**config.mk**
```make
export PLATFORM = sky130hd
export DESIGN_NAME = uart_tx_queue_flat
export DESIGN_NICKNAME = d
export VERILOG_FILES = /design/src/rtl/uart_tx_queue_if.sv /design/src/rtl/uart_tx_queue.sv /design/src/flat_wrapper.sv
export SDC_FILE = /design/constraint.sdc
export NUM_CORES = 1
export LEC_CHECK = 0
export ABC_CLOCK_PERIOD_IN_PS = 7400
export CELL_PAD_IN_SITES_DETAIL_PLACEMENT = 1
export CELL_PAD_IN_SITES_GLOBAL_PLACEMENT = 1
export CORE_ASPECT_RATIO = 1.5
export CORE_UTILIZATION = 35
export DETAILED_ROUTE_END_ITERATION = 8
export GPL_ROUTABILITY_DRIVEN = 0
export PLACE_DENSITY_LB_ADDON = 0.1
export SLEW_MARGIN = 20
export SYNTH_ARGS = -nofsm -noshare
export SYNTH_HDL_FRONTEND = slang
export SYNTH_SLANG_ARGS = --single-unit
```
**constraint.sdc**
```tcl
create_clock -name Clock -period 7.4 [get_ports Clock]
set_input_delay 1.48 -clock Clock [delete_from_list [all_inputs] [get_ports Clock]]
set_output_delay 1.48 -clock Clock [all_outputs]
set_load 0.02 [all_outputs]
```
**src/rtl/uart_tx_queue_if.sv**
```systemverilog
// Handshake bundle between a byte producer, the transmit queue and the UART transmitter.
// The queue takes the slave modport. The master modport is the environment around it,
// which drives DataIn and DataInValid on the producer side and DataOutReady on the
// transmitter side.
interface uart_tx_queue_if;
    logic [7:0] DataIn;
    logic       DataInValid;
    logic       DataInReady;
    logic [7:0] DataOut;
    logic       DataOutValid;
    logic       DataOutReady;

    modport master (
        output DataIn,
        output DataInValid,
        input  DataInReady,
        input  DataOut,
        input  DataOutValid,
        output DataOutReady
    );

    modport slave (
        input  DataIn,
        input  DataInValid,
        output DataInReady,
        output DataOut,
        output DataOutValid,
        input  DataOutReady
    );
endinterface

```
**src/rtl/uart_tx_queue.sv**
```systemverilog
// Show-ahead byte queue that sits between a producer and a UART transmitter.
// Overflow is a sticky flag. It is set by any push attempt made while the queue is full.
// Optional macro UART_TX_QUEUE_STATUS_EN adds a registered Count output that reports occupancy.
module uart_tx_queue #(
    parameter int Depth      = 8,
    parameter int CountWidth = $clog2(Depth) + 1
) (
    input  logic                  Clock,
    input  logic                  Reset,
    uart_tx_queue_if.slave        bus,
`ifdef UART_TX_QUEUE_STATUS_EN
    output logic                  Overflow,
    output logic [CountWidth-1:0] Count
`else
    output logic                  Overflow
`endif
);
    localparam int PtrWidth = $clog2(Depth);
    localparam logic [CountWidth-1:0] FullCount = CountWidth'(Depth);

    logic [7:0]            mem [Depth];
    logic [PtrWidth-1:0]   wr_ptr;
    logic [PtrWidth-1:0]   rd_ptr;
    logic [CountWidth-1:0] count;
    logic                  push;
    logic                  pop;

    // Ready and valid come only from the registered count. A pop therefore
    // cannot make room for a push in the same cycle.
    assign bus.DataInReady  = (count != FullCount);
    assign bus.DataOutValid = (count != '0);
    assign push             = bus.DataInValid && bus.DataInReady;
    assign pop              = bus.DataOutValid && bus.DataOutReady;

    // The head byte is read straight from storage. It is forced to zero while the
    // queue is empty, so a reset shows 8'h00 without the storage having to be cleared.
    assign bus.DataOut = bus.DataOutValid ? mem[rd_ptr] : 8'h00;

`ifdef UART_TX_QUEUE_STATUS_EN
    assign Count = count;
`else
`endif

    // The storage array has no reset. A write is blocked while Reset is high.
    always_ff @(posedge Clock) begin
        if (!Reset && push) begin
            mem[wr_ptr] <= bus.DataIn;
        end
    end

    // The pointers wrap by natural overflow. The occupancy count holds when a push
    // and a pop happen in the same cycle.
    always_ff @(posedge Clock) begin
        if (Reset) begin
            wr_ptr <= '0;
            rd_ptr <= '0;
            count  <= '0;
        end else begin
            if (push) begin
                wr_ptr <= wr_ptr + PtrWidth'(1);
            end
            if (pop) begin
                rd_ptr <= rd_ptr + PtrWidth'(1);
            end
            case ({push, pop})
                2'b10:   count <= count + CountWidth'(1);
                2'b01:   count <= count - CountWidth'(1);
                default: count <= count;
            endcase
        end
    end

    // Any push attempt against a full queue sets the overflow flag. Only Reset clears it.
    always_ff @(posedge Clock) begin
        if (Reset) begin
            Overflow <= 1'b0;
        end else if (bus.DataInValid && (count == FullCount)) begin
            Overflow <= 1'b1;
        end
    end
endmodule

```
**src/flat_wrapper.sv**
```systemverilog
// flat-port wrapper written by rule: the top's interface ports become plain ports
module uart_tx_queue_flat 
#(
    parameter int Depth      = 8,
    parameter int CountWidth = $clog2(Depth) + 1
)
  (Clock, Reset, Overflow, bus_DataIn, bus_DataInValid, bus_DataInReady, bus_DataOut, bus_DataOutValid, bus_DataOutReady);
  uart_tx_queue_if bus_i ();
  input  logic Clock;
  input  logic Reset;
  output logic Overflow;
  input wire logic [$bits(bus_i.DataIn)-1:0] bus_DataIn;
  input wire logic [$bits(bus_i.DataInValid)-1:0] bus_DataInValid;
  output wire logic [$bits(bus_i.DataInReady)-1:0] bus_DataInReady;
  output wire logic [$bits(bus_i.DataOut)-1:0] bus_DataOut;
  output wire logic [$bits(bus_i.DataOutValid)-1:0] bus_DataOutValid;
  input wire logic [$bits(bus_i.DataOutReady)-1:0] bus_DataOutReady;
  assign bus_i.DataIn = bus_DataIn;
  assign bus_i.DataInValid = bus_DataInValid;
  assign bus_DataInReady = bus_i.DataInReady;
  assign bus_DataOut = bus_i.DataOut;
  assign bus_DataOutValid = bus_i.DataOutValid;
  assign bus_i.DataOutReady = bus_DataOutReady;
  uart_tx_queue #(.Depth(Depth), .CountWidth(CountWidth)) u_core (.Clock(Clock), .Reset(Reset), .bus(bus_i), .Overflow(Overflow));
endmodule
```
==> out/results.ini, run 1 <==
[run]
max_cap_violations=0

[clock_tree]
htreeDepth=3
root_buffer=clkbuf_16
clk_path_buf_depth=2
post-cts-setup-buffer-count=0
clk_pin_slew_worst_paths_ns=0.05
hold_buffers=0
clock-sinks=78
cts_tree=built
insertion_delay_ns=0.33
cts_resized=0
cts_buffers=9

[timing]
finClkSkew_ns=0.00313
tightest_slew_ns=1.01
hold_viol=0
fin_setup_tns_ns=0
rsz0062_at_grt=no
setup_viol=0
slew_headroom=0.323
fmax_ghz=0.256
fin_crit_ns=3.90
timing.final.crit_share=0.527
slew_viol_final=0

[synth]
yosysSeqAreaShare=0.695
synth_area_sq_um=3170
ys_seq_elements=78
netlist_top_cells_area=edfxtp_1 (61%), mux4_2 (11%), dfxtp_1 (8.8%), mux2i_1 (3.2%), nor2_1 (2.7%)
synth_warnings=0
syn-instance-count=190
postSynthAreaPerCell_sq_um=16.7
syn_nets=206
yosys.area.top_type=edfxtp_1
yosysTopAreaCellShare=0.606
ys_types=32

[critical_path]
slowest_stage=dfxtp_2
cp-end-kind=output pin
cp_max_fo=16
cp.arrival_ns=2.42
required_ns=5.92
crit_chain=mux4_2, mux2i_1, nor2_1, clkdlybuf4s50_1
crit_type=flip-flop to output pin
slowest_delay_ns=0.70
worstSetupStartpointType=flip-flop

[place]
hpwl_um=4280
port_buffers=22

[floorplanning]
row_count=42
core_sq_um=8830
start_util=0.359
die_h_um=119
ioPinCount=23
die_w_um=79.7
die_area_sq_um=9450

[grt]
antenna_found_initial=0
grt_usage=0.153
grt_pass1_vias=1777
grt.overflow.total=0
grt_first_pass_wirelength_um=9980
grt_max_degree=19

[routing]
wirelength_um=6420
postRouteAntennaNets=0
dr.pass1.iters=3
routedWlPerCell_um=19.5
num_vias=1693
routed_via_density=5.15
drt_iter0_drc=98
drc_errors=0

[layout]
multiInputGateArea_sq_um=923
drive_gt1_frac=0.192
syn_to_final_growth_pct=20.3
final.fill_count=877
nets=230
diodes=0
register_area_sq_um=2200

[status]
status=finished clean

[pwr]
p_comb_frac=0.296
p_clk_frac=0.300
internal_power_mw=0.983
power_switching_mw=0.435
finalPower_mw=1.42
irDropWorstVdd_mv=0.227
p_sw_frac=0.307
seqPwrFrac=0.404
p_leak_nw=1.25
powerDensity_nw_per_um2=372

[min_path]
hp-class=flip-flop to flip-flop

## through the flow
stage	instances	hold WS [ns]	setup WS, ns	area [sq um]	util
after floorplan	190	0.454	4.21	3170	-
after global placement	313	0.457	3.39	3510	0.398
after detailed placement	313	0.482	3.53	3510	0.398
after CTS	329	0.504	3.42	3810	0.432
after global routing	329	0.527	3.33	3810	0.432
final	329	0.493	3.50	3810	0.432
## routing by layer
metal | track usage | part of all wire | up-vias
met4 | 0.0750 | 0.027 | 0
met1 | 0.173 | 0.41 | 879
li1 | - | - | 775
met2 | 0.262 | 0.54 | 27
met5 | 0 | 0 | -
met3 | 0.0363 | 0.025 | 12
## cell families (layout without fill, tap and decap cells)
logic type	count (synthesis)	count (layout)	synth area share
buffers and inverters	14	43	0.0205
adder cells (fa/ha/maj)	4	4	0.0158
AND/OR/NAND/NOR	54	54	0.0880
AO/OA/AOI/OAI	7	7	0.0146
flip-flops	78	78	0.695
XOR/XNOR	5	5	0.0138
multiplexers	28	28	0.152
## worst max-delay path: cells and delay by family, from the launching register on
kind | cells | cell delay [ns]
muxes | 2 | 0.74
DFF | 1 | 0.70
buffers and inverters | 1 | 0.58
and+or+nand+nor | 1 | 0.06
## synth_stat cells
cell type,instances
nand2_1,6
inv_1,2
a31oi_1,1
ha_1,4
o21a_1,1
nor3b_1,1
mux2_1,1
nor2b_1,4
nand3_1,5
buf_6,1
nand3b_1,1
buf_1,2
o21ai_0,2
nand2_2,1
and3b_1,2
o211ai_2,1
xor2_1,5
dfxtp_1,14
a21oi_1,2
nor4_1,1
clkbuf_1,6
mux4_2,16
inv_4,1
mux2i_1,10
nor4_4,1
nor4b_1,1
nor2_1,23
mux2_2,1
or4b_1,1
nor3_1,7
buf_2,2
edfxtp_1,64
## final cells by class
class / instances / area share
flip-flops and latches: 78 / 0.578
multi-input cells: 98 / 0.242
clock buffers: 14 / 0.0749
repair buffers: 24 / 0.0617
well taps: 110 / 0.0361
inverters: 3 / 0.00361
clock inverters: 2 / 0.00328
## sequential cells by signal, indices dropped and copies added, names as in the netlist, named ones only
| name | cells |
|---|---|
| u_core.count | 4 |
| u_core.mem | 64 |
| u_core.rd_ptr | 3 |
| u_core.Overflow | 1 |
| u_core.wr_ptr | 3 |
## cell usage in the layout, fill, tap and decap left out, types with 2 or more instances in the layout
cell type        instances
edfxtp_1                64
nor2_1                  23
clkdlybuf4s50_1         22
mux4_2                  16
dfxtp_1                 13
mux2i_1                 10
clkbuf_16               10
nand2_1                  6
xor2_1                   5
nand3_1                  5
nor2b_1                  4
nor3_1                   4
ha_1                     4
nor3_2                   3
inv_1                    2
and3b_1                  2
a21oi_1                  2
o21ai_0                  2
clkbuf_1                 2
clkbuf_8                 2
buf_4                    2
## power by group through the flow
| stage | Combinational, mW | Sequential (mW) | Clock (mW) |
|---|---|---|---|
| after floorplan | 0.309 | 0.537 | 0 |
| after global placement | 0.416 | 0.581 | 0 |
| after detailed placement | 0.426 | 0.585 | 0 |
| after CTS | 0.428 | 0.576 | 0.436 |
| after global routing | 0.453 | 0.582 | 0.453 |
| final | 0.420 | 0.573 | 0.425 |
## final timing paths
kind,from,endpoint,slack (ns),cells after the start
max,flip-flop,bus_DataOut[7],3.50,4
min,u_core.Overflow,u_core.Overflow,0.49,2
max reg2reg,u_core.count[0],u_core.count[2],4.40,10
min reg2reg,u_core.Overflow,u_core.Overflow,0.49,2
Power figures use the tool's default switching activity.
==> run 2: changes to the inputs <==
--- a/config.mk
+++ b/config.mk
@@ -5,7 +5,7 @@
 export SDC_FILE = /design/constraint.sdc
 export NUM_CORES = 1
 export LEC_CHECK = 0
-export ABC_CLOCK_PERIOD_IN_PS = 7400
+export ABC_CLOCK_PERIOD_IN_PS = 3700
 export CELL_PAD_IN_SITES_DETAIL_PLACEMENT = 1
 export CELL_PAD_IN_SITES_GLOBAL_PLACEMENT = 1
 export CORE_ASPECT_RATIO = 1.5
==> constraint.sdc (replaced) <==
create_clock -name Clock -period 3.7 [get_ports Clock]
set_input_delay 0.74 -clock Clock [delete_from_list [all_inputs] [get_ports Clock]]
set_output_delay 0.74 -clock Clock [all_outputs]
set_load 0.02 [all_outputs]
==> run 2 against run 1 <==
Flip-flop and latch count is the same. Non-clock buffer count grew 9. Utilization grew 0.68 points. Total power grew 110%. Cell area grew 1.6%. Clock skew grew 0.0021 ns. Critical endpoint is now bus_DataOut[6]. Largest power group unchanged. Highest routed layer unchanged.
==> out/results.ini, run 2 (synthesized netlist as in run 1, its figures left out) <==
[routing]
postRouteAntennaNets=0  ; unchanged
routed_via_density=5.06  ; was 5.15
wirelength_um=6870  ; was 6420 um
drt_iter0_drc=101  ; was 98
num_vias=1710  ; was 1693
drc_errors=0  ; unchanged
dr.pass1.iters=4  ; was 3
routedWlPerCell_um=20.3  ; was 19.5 um

[layout]
most-common-layout-cells=edfxtp_1 (64), nor2_1 (23), clkdlybuf4s50_1 (22)  ; unchanged
largest_registers=u_core.mem (64), u_core.count (4)  ; unchanged
nets=239  ; was 230
final_cells=338  ; was 329
largest_reg_flops=64  ; unchanged
top_register=u_core.mem  ; unchanged
drive_gt1_frac=0.202  ; was 0.192
final_common_cell=edfxtp_1  ; unchanged
syn_to_final_growth_pct=22.1  ; was 20.3%
diodes=0  ; unchanged

[clock_tree]
clk_pin_slew_worst_paths_ns=0.06  ; was 0.05 ns
root_buffer=clkbuf_16  ; unchanged
clock-sinks=78  ; unchanged
cts_buffers=9  ; unchanged
clk_path_buf_depth=2  ; unchanged
cts_tree=built  ; unchanged
htreeDepth=3  ; unchanged
insertion_delay_ns=0.33  ; about the same
cts_resized=0  ; unchanged
hold_buffers=0  ; unchanged
post-cts-setup-buffer-count=0  ; unchanged

[pwr]
p_comb_frac=0.315  ; was 0.296
seqPwrFrac=0.374  ; was 0.404
irDropWorstVdd_mv=0.371  ; was 0.227 mV
powerDensity_nw_per_um2=755  ; was 372 nW/um^2
p_leak_nw=1.30  ; was 1.25 nW
finalPower_mw=2.92  ; was 1.42 mW
p_sw_frac=0.301  ; was 0.307
p_clk_frac=0.311  ; was 0.300
power_switching_mw=0.879  ; was 0.435 mW
internal_power_mw=2.04  ; was 0.983 mW

[floorplanning]
core_sq_um=8830  ; unchanged
start_util=0.359  ; unchanged
ioPinCount=23  ; unchanged
die_w_um=79.7  ; unchanged
row_count=42  ; unchanged
die_h_um=119  ; unchanged
die_area_sq_um=9450  ; unchanged

[critical_path]
reg2reg_from=u_core.count[1]  ; was u_core.count[0]
r2r_cells=8  ; was 10
slowest_stage=mux4_2  ; was dfxtp_2
crit_type=flip-flop to output pin  ; unchanged
cp_max_fo=16  ; unchanged
cp.arrival_ns=2.30  ; was 2.42 ns
cp-end-kind=output pin  ; unchanged
crit_chain=buf_4, mux4_2, mux2i_1, nor2_1, clkdlybuf4s50_1  ; was mux4_2, mux2i_1, nor2_1, clkdlybuf4s50_1
reg2reg_to=u_core.count[2]  ; unchanged
worstSetupStartpointType=flip-flop  ; unchanged
required_ns=2.96  ; was 5.92 ns
r2r_slack_ns=1.04  ; was 4.40 ns
slowest_delay_ns=0.57  ; was 0.70 ns

[place]
port_buffers=22  ; unchanged
hpwl_um=4590  ; was 4280 um
dpl.cell_count=322  ; was 313

[grt]
grt_usage=0.164  ; was 0.153
grt_pass1_vias=1956  ; was 1777
antenna_found_initial=0  ; unchanged
grt.overflow.total=0  ; unchanged
grt_max_degree=19  ; unchanged
grt_first_pass_wirelength_um=10800  ; was 9980 um

[timing]
rsz0062_at_grt=no  ; unchanged
tightest_slew_ns=0.691  ; was 1.01 ns
fin_setup_tns_ns=0  ; unchanged
finClkSkew_ns=0.00522  ; was 0.00313 ns
fmax_ghz=0.329
setup_viol=0  ; unchanged
slew_headroom=0.538  ; was 0.323
fin_crit_ns=3.04
hold_viol=0  ; unchanged
timing.final.crit_share=0.822
slew_viol_final=0  ; unchanged

[min_path]
worstHoldEndpoint=u_core.rd_ptr[1]  ; was u_core.Overflow
hold_depth=2  ; unchanged
hp-class=flip-flop to flip-flop  ; unchanged
hp-start=u_core.rd_ptr[1]  ; was u_core.Overflow

[status]
status=finished clean  ; unchanged

[run]
max_cap_violations=0  ; unchanged

run 2: final cells by class:
cell class | instances | area (sq um)
multi-input combinational | 98 | 908
inverter | 3 | 13.8
clock buffer | 11 | 233
tap | 110 | 138
timing repair buffer | 33 | 303
sequential | 78 | 2200
fill | 885 | 4960
clock inverter | 5 | 73.8
run 2: worst max path at each step:
| stage | startpoint | end | slack [ns] | depth (start not counted) |
|---|---|---|---|---|
| finish | flip-flop | bus_DataOut[6] | 0.66 | 5 |
| floorplan | u_core.count[2] | u_core.count[2] | 1.11 | 10 |
| detailed placement | bus_DataInValid | u_core.count[2] | 0.69 | 8 |
| global placement | bus_DataInValid | u_core.count[2] | 0.77 | 8 |
| CTS | flip-flop | bus_DataOut[6] | 0.60 | 5 |
| global route | flip-flop | bus_DataOut[3] | 0.49 | 5 |
run 2: power by group through the flow:
stage | clock, mW | sequential [mW] | combinational [mW]
after detailed placement | 0 | 1.11 | 0.943
final | 0.908 | 1.09 | 0.922
after floorplan | 0 | 1.07 | 0.619
after global routing | 0.961 | 1.10 | 1.01
after global placement | 0 | 1.10 | 0.920
after CTS | 0.933 | 1.09 | 0.946
run 2: through the flow:
step	hold WS (ns)	cell area (sq um)	setup slack, ns	util
after floorplan	0.454	3170	1.11	-
after global placement	0.473	3560	0.771	0.404
after detailed placement	0.506	3560	0.694	0.404
after CTS	0.515	3870	0.597	0.438
after global routing	0.531	3870	0.488	0.438
final	0.516	3870	0.658	0.438
run 2: critical path: cells and delay by family (launching register included):
kind | cells | cell delay, ns
and+or+nand+nor | 1 | 0.06
muxes | 2 | 0.73
DFF | 1 | 0.31
buffers and inverters | 2 | 0.86
run 2: layer usage:
metal,vias to the layer above,track usage,share of wire
met3,9,0.0502,0.033
met5,-,0,0
met1,882,0.178,0.40
met2,28,0.287,0.55
li1,791,-,-
met4,0,0.0693,0.020
==> run 3: changes to the inputs <==
--- a/config.mk
+++ b/config.mk
@@ -5,7 +5,7 @@
 export SDC_FILE = /design/constraint.sdc
 export NUM_CORES = 1
 export LEC_CHECK = 0
-export ABC_CLOCK_PERIOD_IN_PS = 3700
+export ABC_CLOCK_PERIOD_IN_PS = 3000
 export CELL_PAD_IN_SITES_DETAIL_PLACEMENT = 1
 export CELL_PAD_IN_SITES_GLOBAL_PLACEMENT = 1
 export CORE_ASPECT_RATIO = 1.5
==> constraint.sdc (replaced) <==
create_clock -name Clock -period 3 [get_ports Clock]
set_input_delay 0.6 -clock Clock [delete_from_list [all_inputs] [get_ports Clock]]
set_output_delay 0.6 -clock Clock [all_outputs]
set_load 0.02 [all_outputs]
==> run 3 against run 2 <==
Register-to-register slack got worse by 0.73 ns. Cell count rose by 0.30%. Critical path depth did not move. Via count rose by 0.18%. Clock power rose by 32%. Cell area rose by 1.3%. Clock skew rose by 0.00071 ns.
==> out/results.ini, run 3 (synthesized netlist as in run 1, its figures left out) <==
[status]
status=finished clean  ; unchanged

[timing]
fin_crit_ns=2.75
worst_slack_ns=0.249  ; was 0.658 ns
slew_headroom=0.621  ; was 0.538
finClkSkew_ns=0.00593  ; was 0.00522 ns
timing.final.crit_share=0.917
fmax_ghz=0.364
setup_viol=0  ; unchanged
fin_setup_tns_ns=0  ; unchanged
hold_viol=0  ; unchanged
rsz0062_at_grt=no  ; unchanged
whs_ns=0.485  ; was 0.516 ns
slew_viol_final=0  ; unchanged
tightest_slew_ns=0.567  ; was 0.691 ns

[grt]
grt_first_pass_wirelength_um=10300  ; was 10800 um
grt.overflow.total=0  ; unchanged
antenna_found_initial=0  ; unchanged
grt_usage=0.157  ; was 0.164
grt_pass1_vias=1898  ; was 1956
met1_usage=0.183  ; was 0.178
grt.busiest_layer=met2  ; unchanged
globalRouteMet2Util=0.263  ; was 0.287
met3_usage=0.0417  ; was 0.0502
grt_max_degree=19  ; unchanged

[pwr]
powerDensity_nw_per_um2=941  ; was 755 nW/um^2
p_leak_nw=1.32  ; was 1.30 nW
irDropWorstVdd_mv=0.558  ; was 0.371 mV
finalPower_mw=3.69  ; was 2.92 mW

[place]
pre_cts_slack_ns=0.193  ; was 0.694 ns
dpl.cell_count=324  ; was 322
placed_area_sq_um=3590  ; was 3560 sq um
hpwl_um=4290  ; was 4590 um
port_buffers=22  ; unchanged

[routing]
num_vias=1713  ; was 1710
drt_iter0_drc=111  ; was 101
routed_via_density=5.05  ; was 5.06
dr.pass1.iters=4  ; unchanged
routedWlPerCell_um=19.1  ; was 20.3 um
postRouteAntennaNets=0  ; unchanged
drc_errors=0  ; unchanged
wirelength_um=6460  ; was 6870 um

[layout]
final_util=0.444  ; was 0.438
largest_reg_flops=64  ; unchanged
syn_to_final_growth_pct=23.7  ; was 22.1%
nets=241  ; was 239
diodes=0  ; unchanged
most-common-layout-cells=edfxtp_1 (64), nor2_1 (23), clkdlybuf4s50_1 (22)  ; unchanged
drive_gt1_frac=0.210  ; was 0.202
design_area_sq_um=3920  ; was 3870 sq um
largest_registers=u_core.mem (64), u_core.count (4)  ; unchanged
final_cells=339  ; was 338
top_register=u_core.mem  ; unchanged
final.fill_count=867  ; was 885
final_common_cell=edfxtp_1  ; unchanged

[min_path]
hp-class=flip-flop to flip-flop  ; unchanged

[clock_tree]
clk_pin_slew_worst_paths_ns=0.05  ; was 0.06 ns
hold_buffers=0  ; unchanged
root_buffer=clkbuf_16  ; unchanged
post-cts-setup-buffer-count=0  ; unchanged
insertion_delay_ns=0.33  ; about the same
cts_resized=0  ; unchanged
cts_buffers=9  ; unchanged
cts_tree=built  ; unchanged
htreeDepth=3  ; unchanged
clock-sinks=78  ; unchanged
clk_path_buf_depth=2  ; unchanged

[floorplanning]
die_w_um=79.7  ; unchanged
ioPinCount=23  ; unchanged
core_sq_um=8830  ; unchanged
die_area_sq_um=9450  ; unchanged
die_h_um=119  ; unchanged
start_util=0.359  ; unchanged
row_count=42  ; unchanged

[critical_path]
crit_type=flip-flop to output pin  ; unchanged
crit_chain=buf_12, mux4_2, mux2i_1, nor2_1, clkdlybuf4s50_1  ; was buf_4, mux4_2, mux2i_1, nor2_1, clkdlybuf4s50_1
required_ns=2.40  ; was 2.96 ns
path_delay_family=buffers and inverters  ; unchanged
cp_num_buf_inv=2  ; unchanged
slowest_delay_ns=0.53  ; was 0.57 ns
cp.arrival_ns=2.15  ; was 2.30 ns
worstSetupStartpointType=flip-flop  ; unchanged
slowest_stage=clkdlybuf4s50_1  ; was mux4_2
cp_max_fo=16  ; unchanged
cp-end-kind=output pin  ; unchanged

[run]
max_cap_violations=0  ; unchanged

-- run 3: cell types whose count changed in the layout (fill, tap and decap cells not counted) --
| cell | delta |
|---|---|
| buf_12 | +1 |
| buf_4 | +1 |
| bufinv_16 | +1 |
| clkbuf_1 | -1 |
| clkinv_2 | -1 |
-- run 3: layer usage --
layer,vias to the layer above,routed length (um)
met5,-,0
met3,7,227
met1,882,2630
met4,0,136
li1,798,-
met2,26,3460
-- run 3: path summary, 6_finish.rpt --
kind / to / slack [ns] / depth (start not counted) / from
max: bus_DataOut[6] / 0.25 / 5 / flip-flop
min: u_core.Overflow / 0.49 / 2 / u_core.Overflow
max reg2reg: u_core.count[2] / 0.31 / 8 / u_core.count[1]
min reg2reg: u_core.Overflow / 0.49 / 2 / u_core.Overflow
-- run 3: final cells by class --
class / instances / area, sq um / area share
timing repair buffer: 35 / 330 / 0.0843
inverter: 3 / 13.8 / 0.00351
clock buffer: 10 / 229 / 0.0584
tap: 110 / 138 / 0.0351
multi-input combinational: 98 / 908 / 0.232
sequential: 78 / 2200 / 0.562
clock inverter: 5 / 98.8 / 0.0252
-- run 3: power breakdown --
part           leakage [nW]  switching [mW]  internal [mW]
sequential            0.692          0.0926           1.26
clock                 0.160           0.395          0.803
combinational         0.473           0.585          0.557
-- run 3: tightest hold or removal path, cell delays in order (launching register included) --
cell and delay, ns:
dfxtp_1 0.34, a31oi_1 0.05, nor2_1 0.07
